$ cat src/rtl/cpu_pkg.sv
// Shared CPU types: register index/value widths and the packed register file
// seen by both the operand-read and writeback stages.
package cpu_pkg;
  localparam int NREGS = 4;
  localparam int DW    = 8;
  localparam int IW    = 2;
  localparam int OPW   = 8;

  typedef logic [IW-1:0]             reg_idx_t;
  typedef logic [DW-1:0]             reg_val_t;
  typedef logic [OPW-1:0]            opcode_t;
  typedef logic [NREGS-1:0][DW-1:0]  reg_file_t;
endpackage

$ cat src/rtl/cpu_scoreboard.sv
// Pending-write scoreboard: one busy bit per register, plus RAW/WAW hazard
// detection that treats a same-cycle writeback as already resolved.
module cpu_scoreboard
  import cpu_pkg::*;
(
  input  logic             clk,
  input  logic             rst_n,
  input  logic             wb_valid,
  input  reg_idx_t         wb_idx,
  input  logic             set_en,
  input  reg_idx_t         set_idx,
  input  reg_idx_t         src_a,
  input  reg_idx_t         src_b,
  input  logic             use_b,
  input  reg_idx_t         dst,
  input  logic             wen,
  output logic [NREGS-1:0] busy,
  output logic             hazard
);

  logic [NREGS-1:0] busy_nxt;

  function automatic logic pending(input logic [NREGS-1:0] bv, input reg_idx_t idx,
                                   input logic wv, input reg_idx_t wi);
    return bv[idx] && !(wv && (wi == idx));
  endfunction

  assign hazard = pending(busy, src_a, wb_valid, wb_idx)
                | (use_b && pending(busy, src_b, wb_valid, wb_idx))
                | (wen && pending(busy, dst, wb_valid, wb_idx));

  // Clear first, then set, so an issue that reuses the retiring index stays busy.
  always_comb begin
    busy_nxt = busy;
    if (wb_valid) busy_nxt[wb_idx] = 1'b0;
    if (set_en)   busy_nxt[set_idx] = 1'b1;
  end

  always_ff @(posedge clk or negedge rst_n) begin
    if (!rst_n) busy <= '0;
    else        busy <= busy_nxt;
  end

endmodule

$ cat src/rtl/cpu_rf_read.sv
// Operand-read stage: selects operands (with writeback bypass), stalls on
// scoreboard hazards and registers the result toward execute.
module cpu_rf_read
  import cpu_pkg::*;
#(
  parameter int CW = 16
) (
  input  logic             clk,
  input  logic             rst_n,
  input  reg_file_t        regs,
  input  logic             wb_valid,
  input  reg_idx_t         wb_idx,
  input  reg_val_t         wb_val,
  input  logic             id_valid,
  output logic             id_ready,
  input  opcode_t          id_op,
  input  reg_idx_t         id_src_a,
  input  reg_idx_t         id_src_b,
  input  logic             id_use_b,
  input  reg_idx_t         id_dst,
  input  logic             id_wen,
  output logic             ex_valid,
  input  logic             ex_ready,
  output opcode_t          ex_op,
  output reg_val_t         ex_a,
  output reg_val_t         ex_b,
  output reg_idx_t         ex_dst,
  output logic             ex_wen,
  output logic [NREGS-1:0] busy,
  output logic [CW-1:0]    stall_cnt
);

  logic          hazard;
  logic          accept;
  reg_val_t      opa_p0, opb_p0;
  logic          vld_p1;
  opcode_t       op_p1;
  reg_val_t      a_p1, b_p1;
  reg_idx_t      dst_p1;
  logic          wen_p1;
  logic [CW-1:0] stall_p1;

  function automatic reg_val_t sel_operand(input reg_file_t rf, input reg_idx_t idx,
                                           input logic wv, input reg_idx_t wi,
                                           input reg_val_t wval);
    return (wv && (wi == idx)) ? wval : rf[idx];
  endfunction

  function automatic logic [CW-1:0] sat_inc(input logic [CW-1:0] v);
    return (&v) ? v : v + 1'b1;
  endfunction

  cpu_scoreboard u_sb (
    .clk      (clk),
    .rst_n    (rst_n),
    .wb_valid (wb_valid),
    .wb_idx   (wb_idx),
    .set_en   (accept && id_wen),
    .set_idx  (id_dst),
    .src_a    (id_src_a),
    .src_b    (id_src_b),
    .use_b    (id_use_b),
    .dst      (id_dst),
    .wen      (id_wen),
    .busy     (busy),
    .hazard   (hazard)
  );

  assign id_ready = rst_n && !hazard && (!vld_p1 || ex_ready);
  assign accept   = id_valid && id_ready;

  assign opa_p0 = sel_operand(regs, id_src_a, wb_valid, wb_idx, wb_val);
  assign opb_p0 = id_use_b ? sel_operand(regs, id_src_b, wb_valid, wb_idx, wb_val) : '0;

  // p0 -> p1: execute-facing register, held while execute backpressures
  always_ff @(posedge clk or negedge rst_n) begin
    if (!rst_n) begin
      vld_p1   <= 1'b0;
      op_p1    <= '0;
      a_p1     <= '0;
      b_p1     <= '0;
      dst_p1   <= '0;
      wen_p1   <= 1'b0;
      stall_p1 <= '0;
    end else begin
      if (accept) begin
        vld_p1 <= 1'b1;
        op_p1  <= id_op;
        a_p1   <= opa_p0;
        b_p1   <= opb_p0;
        dst_p1 <= id_dst;
        wen_p1 <= id_wen;
      end else if (vld_p1 && ex_ready) begin
        vld_p1 <= 1'b0;
      end
      if (id_valid && hazard) stall_p1 <= sat_inc(stall_p1);
    end
  end

  assign ex_valid  = vld_p1;
  assign ex_op     = op_p1;
  assign ex_a      = a_p1;
  assign ex_b      = b_p1;
  assign ex_dst    = dst_p1;
  assign ex_wen    = wen_p1;
  assign stall_cnt = stall_p1;

endmodule

$ cat config.mk
export PLATFORM = sky130hd
export DESIGN_NAME = cpu_rf_read
export DESIGN_NICKNAME = d
export VERILOG_FILES = /design/src/rtl/cpu_pkg.sv /design/src/rtl/cpu_scoreboard.sv /design/src/rtl/cpu_rf_read.sv
export SDC_FILE = /design/constraint.sdc
export NUM_CORES = 1
export LEC_CHECK = 0
export ABC_AREA = 1
export BUFFER_PORTS_ARGS = -buffer_cell sky130_fd_sc_hd__buf_2
export CORE_MARGIN = 4
export CORE_UTILIZATION = 45
export CTS_CLUSTER_DIAMETER = 30
export DETAILED_ROUTE_END_ITERATION = 6
export PLACE_DENSITY = 0.75
export REMOVE_ABC_BUFFERS = 1
export SYNTH_ARGS = -nofsm -noshare
export SYNTH_HDL_FRONTEND = slang
export SYNTH_SLANG_ARGS = --single-unit
$ cat constraint.sdc
create_clock -name clk -period 1.7 [get_ports clk]
set_input_delay 0.17 -clock clk [delete_from_list [all_inputs] [get_ports clk]]
set_output_delay 0.17 -clock clk [all_outputs]
set_load 0.02 [all_outputs]
==> After elaboration in Yosys (flattened, before gate mapping) <==
Index checks and enable logic that the tools add are counted.
{ "classes": {"add_sub_neg": 1, "n_lt_le_gt_ge": 6, "n_eq_ne": 3, "n_mux": 21, "bitwise_logic": 6, "n_reduce_logical": 25} }
{ "ops": {"columns": ["op", "n"], "rows": [
  ["$mux 8", 5],
  ["$bmux 8 s2", 2],
  ["$add 16x1->16 const B", 1],
  ["$logic_and 1x1->1", 16],
  ["$reduce_and 16->1", 1],
  ["$lt 2x3->1 const B", 4],
  ["$mux 4", 2],
  ["$mux 1", 7],
  ["$bmux 1 s2", 3],
  ["$eq 2x2->1", 3],
  ["$logic_not 1->1", 5],
  ["$and 4x4->4", 1],
  ["$demux 1 s2", 2],
  ["$ge 2x1->1 const B", 2],
  ["$not 4->4", 1],
  ["$or 4x4->4", 1],
  ["$or 1x1->1", 2],
  ["$reduce_and 2->1", 1],
  ["$reduce_bool 2->1", 1],
  ["$logic_or 1x1->1", 1],
  ["$not 1->1", 1]
]} }
{ "word_totals": {"regBits": 48, "input_bits": 63, "output_inout_bits": 49, "elab_cells": 70} }

==> Depth between registers and ports, before layout <==
{ "logic_depth": {"depth_word": 13, "ltp_mapped": 14, "ltp_nobuf": 12} }

==> By module <==
A second synthesis with hierarchy kept.
{ "unflattened": {"hier_cells": 507, "area_unflattened_um2": 3280.6} }
{ "by_module_without_submodules": {"columns": ["module", "instances", "cells_each", "area_per_inst_um2", "seq_area_each_um2"], "rows": [
  ["cpu_rf_read", 1, 438, 2895.3, 1101.1],
  ["cpu_scoreboard", 1, 69, 385.4, 100.1]
]} }

==> Worst setup path before layout <==
No wires, ideal clock.
{ "synth_timing": {"kind": "flip-flop to flip-flop", "start": "register stall_p1[0], in the netlist stall_cnt[0]", "end": "register stall_p1[10], in the netlist stall_cnt[10]", "setup_time_ps": 116, "arrival_time_ps": 1673, "t_required_ps": 1584, "path_slack_ps": -89, "path_stages_with_launch": 10, "path_buffers": 1, "path_cell_list": "dfrtp_1 > ha_1 > nand3_2 > nor2_2 > nand2_1 > nor2_2 > nand2_4 > buf_2 > nand3_1 > nand2_2"} }
{ "synth_via": {"elab_chain_len": 3} }
{ "synth_lines": {"columns": ["element", "line", "rtl"], "rows": [
  ["start, declared", "cpu_rf_read.sv:41", "logic [CW-1:0] stall_p1;"],
  ["start signal, assigned", "cpu_rf_read.sv:96", "if (id_valid && hazard) stall_p1 <= sat_inc(stall_p1);"],
  ["parallel branches: the longest is 3 deep, another holds $add 16x1->16", null, null]
]} }
Several ways; the timed one is not identified.
A chain may end at the register's enable or synchronous reset.

==> Final worst setup path <==
{ "layout_timing": {"start": "register u_sb.busy[2]", "end": "output id_ready"} }
{ "layout_via": {"elab_chain_len": 9} }
{ "layout_lines": {"columns": ["element", "line", "rtl"], "rows": [
  ["start, declared", "cpu_scoreboard.sv:17", "output logic [NREGS-1:0] busy,"],
  ["start signal, assigned", "cpu_scoreboard.sv:41", "else busy <= busy_nxt;"],
  ["$bmux 1 s2", "cpu_scoreboard.sv:25", "return bv[idx] && !(wv && (wi == idx));"],
  ["$mux 1 (implied by the code)", "cpu_scoreboard.sv:25", null],
  ["$logic_and 1x1->1", "cpu_scoreboard.sv:25", null],
  ["$logic_and 1x1->1", "cpu_scoreboard.sv:29", "| (use_b && pending(busy, src_b, wb_valid, wb_idx))"],
  ["$or 1x1->1", "cpu_scoreboard.sv:29", null],
  ["$or 1x1->1 *", "cpu_scoreboard.sv:30", "| (wen && pending(busy, dst, wb_valid, wb_idx));"],
  ["$logic_not 1->1 *", "cpu_rf_read.sv:69", "assign id_ready = rst_n && !hazard && (!vld_p1 || ex_ready);"],
  ["$logic_and 1x1->1 * (2 in series)", "cpu_rf_read.sv:69", null],
  ["end, declared", "cpu_rf_read.sv:15", "output logic id_ready,"]
]} }
Every way passes the cells marked *; elsewhere a longest branch is shown, timed or not. The select of a mux whose other input is x is not followed.

==> metrics.md <==
| Metric | Value |
|---|---|
| Status | complete, no violations |
| Ratio of cells with drive above 1 in the final layout | 0.3905 |
| Layout Nets | between 600 and 700 |
| Final hold slack | between 0.02 and 0.03 ns |
| Crit Path Max Fanout | 5 |
| Y dimension of the die | roughly 95 µm |
| Gr ovfl total | 0 |
| TritonCTS buffer count | 5 |
| Largest net degree at the start of global routing | 49 |
| Ports | about 110 |
| Cell type contributing the most total cell area after synthesis | dfrtp_1 |
| # DRC | 0 |
| Number of antenna violations at the first check in global routing | 0 |
| Number of instances in the placed design | 656 |
| Effective utilization at floorplan | 0.4657 |
| Gate count of the mapped netlist | about 450 |
| Final slew viol count | 0 |
| Post-route clock skew | ~0.0086 ns |
| Sum of internal, switching and leakage power | 3.928 mW |
| Tot GR Track Use | 0.2090 |
| Unrepaired setup endpoints after global routing | true |
| Clock sink total | 48 |
| Via total after detailed routing | approximately 3500 |
| Top cell type's share of synthesized area | 0.3537 |
| Reg2reg start | stall_cnt[0] |
| Count of flip-flops with a built-in enable after synthesis | 0 |
| Synth top cells by count | nand2_1 (119), dfrtp_1 (48), nand3_1 (44), o21ai_0 (37), nand2_2 (35) |
| Via count of the first global-routing pass | 3244 |
| Most used flip-flop cell after synthesis | dfrtp_1 |
| Post-placement cell area | 0.004079 mm² |
| CP Class | reg -> out |
| Wirelength, routed | 9191 µm |
| Max-cap violations | 0 |
| Number of buffers added on ports | 111 |
| Number of antenna repair diodes | 0 |
| Fin crit period | 1.641 ns |
| Signed area change from the synthesized netlist to the final layout | 24.47% |
| Arrival time at the worst endpoint | around 1.5 ns |
| Clock tree from TritonCTS | built |
| Maximum number of buffers from clock root to sink | 2 |
| Peak supply drop | approximately 0.5 mV |
| YS warnings | 0 |
| Standby leakage power | about 2.2 nW |
| Number of levels in the clock H-tree | 2 |
| Clock input transition at the sequential cells of the worst setup and hold paths | about 0.09 ns |
| Weighted congestion at the end of routability-driven global placement | roughly 0.88 |
| CORE AREA | roughly 0.0073 mm² |
| Register bit count reported by yosys | 48 |
| Number of search-and-repair iterations in the first detailed-routing pass | 5 |
| Worst Setup End Kind | output port |
| Number of vias per cell | between 5 and 6 |
| Peak per-stage delay on the critical path | 0.42 ns |
| CP Launch Point | u_sb.busy[2] |
| Final instance area | between 0.004 and 0.005 mm² |
| Period utilisation layout | 0.9655 |
| Highest-delay cell along the critical path | dfrtp_1 |
| Number of failing hold endpoints at the final stage | 0 |
| Actual transition at the worst max-transition pin | ~0.63 ns |
| Root Buffer | clkbuf_8 |
| Number of violations reported at the end of detailed-routing iteration 0 | 161 |
| Leading cell type by number of instances after synthesis | nand2_1 |
| Antenna-violating nets left | 0 |
| Setup crit start kind | flip-flop |
| Final count of negative-setup-slack endpoints | 0 |
| CP required | 1.53 ns |
| Average wire per standard cell | 13.82 µm |
| Highest attainable clock frequency | ~0.6 GHz |
| Cell Area, Synth | 0.003396 mm² |
| Hold crit path type | in -> async |
| Post-synth cell types | 32 |
| Post-synthesis area per instance | ~7.6 µm² |
| Post-synthesis sequential area ratio | 0.3537 |
| Die Footprint | around 0.0090 mm² |
| HPWL after detailed placement | a little under 7000 µm |
| Cell Chain, Critical Path | o21ai_0, o21ai_2, nand2_4, nand3_4, nor2_4, buf_6 |
| Post-layout instance count excluding filler cells | between 600 and 700 |
| Global-route wire length before repair | between 15000 and 20000 µm |
| Clk Latency, worst-skew pair | roughly 0.3 ns |
| Core Rows | 31 |
| Share of flip-flops with an asynchronous set or reset after synthesis | 1.000 |
| Floorplan die width | approximately 95 µm |
| Final design utilization | 0.5796 |
| Ratio of total power to cell area | 929.3 mW/mm² |
| Synth top area cells | dfrtp_1 (35%), nand2_1 (13%), nand3_1 (6.5%) |
| Worst slew margin relative to its limit | 0.5832 |
==> final cells by class <==
| cell class | count | area (µm²) |
|---|---|---|
| Fill cell | 707 | 3065 |
| Clock buffer | 5 | 68.82 |
| Tap cell | 99 | 123.9 |
| Inverter | 28 | 112.6 |
| Sequential cell | 48 | 1201 |
| Clock inverter | 1 | 30.03 |
| Timing Repair Buffer | 135 | 754.5 |
| Multi-Input combinational cell | 349 | 1936 |
==> layout by cell type, fill, tap and decap left out <==
cell type / Yosys / layout
nor2_2: 2 / 1
o221ai_1: 1 / 1
nand2_1: 119 / 119
nor2_4: 2 / 3
dfrtp_1: 48 / 48
buf_12: 1 / 1
nand2_4: 2 / 3
xnor2_2: 1 / 1
xnor2_1: 7 / 7
buf_4: 0 / 23
o211ai_1: 15 / 15
inv_6: 1 / 1
a21oi_1: 14 / 14
nand2_8: 1 / 1
clkbuf_8: 0 / 5
o21ai_0: 37 / 37
nand2_2: 35 / 36
nand4_1: 5 / 5
bufinv_16: 0 / 1
nand3_2: 4 / 4
buf_6: 10 / 1
o21ai_2: 20 / 20
nor2_1: 23 / 23
nand3_4: 3 / 4
xor2_1: 6 / 6
inv_2: 4 / 5
inv_4: 1 / 1
buf_2: 3 / 110
nand3b_1: 1 / 1
nor3_1: 2 / 2
inv_1: 22 / 21
o31ai_1: 2 / 2
ha_1: 1 / 1
nand3_1: 44 / 43
==> where the power goes <==
group | switching, mW | total (mW) | internal, mW | leakage (nW)
Sequential | 0.194 | 1.58 | 1.38 | 0.626
Clock | 0.369 | 0.792 | 0.423 | 0.0501
Combinational | 0.971 | 1.56 | 0.589 | 1.55
==> path summary, 6_finish.rpt <==
check	cells past startpoint	slack, ns	to
min in group clk	2	0.06	ex_valid
hold / removal	2	0.03	stall_cnt[2]
hold reg to reg	2	0.48	ex_wen
setup reg to reg	9	0.12	stall_cnt[8]
max in group asynchronous	2	1.25	ex_a[0]
setup / recovery	6	0.06	id_ready
==> sequential cells by signal, summed over array words and instances (netlist names) <==
signal / count
ex_a: 8
ex_b: 8
ex_dst: 2
ex_op: 8
ex_valid: 1
ex_wen: 1
stall_cnt: 16
u_sb.busy: 4
==> worst max-delay path: cells and delay by family, from the launching register on <==
family	cells	cell delay [ns]
buffers and inverters	1	0.14
and+or+nand+nor	3	0.30
AOI/OAI and AO/OA	2	0.31
DFF	1	0.42
==> stage by stage <==
| step | setup TNS [ns] | setup slack (ns) |
|---|---|---|
| final | 0 | 0.05872 |
| after global routing | -0.03475 | -0.03475 |
| after CTS | 0 | 0.006482 |
| after detailed placement | 0 | 0.09323 |
| after global placement | 0 | 0.1554 |
| after floorplan | -2.037 | -0.09641 |
==> what timing repair did <==
item	4_1_cts	5_1_grt
hold buffers	0	0
buffers inserted	1	0
endpoints found under the setup margin	1	20
endpoints found under the hold margin	0	0
pin swaps	2	6
gates resized for setup	4	2
cloned	0	2
==> cell families (layout without fill, tap and decap cells) <==
group           Yosys count  count (layout)  synth area share
buf+inv                  51             169           0.08659
compound gates           89              89            0.1669
simple gates            243             245            0.3508
fa+ha+maj                 1               1          0.003684
xor+xnor                 14              14           0.03832
flops                    48              48            0.3537
==> routing by layer <==
| metal | global-route usage | part of all wire | routed length [µm] |
|---|---|---|---|
| met5 | 0 | 0 | 0 |
| met4 | 0.04567 | 0.012 | 112 |
| met3 | 0.04861 | 0.092 | 848 |
| met2 | 0.3435 | 0.46 | 4254 |
| met1 | 0.2803 | 0.43 | 3975 |
Power figures use the tool's default switching activity.
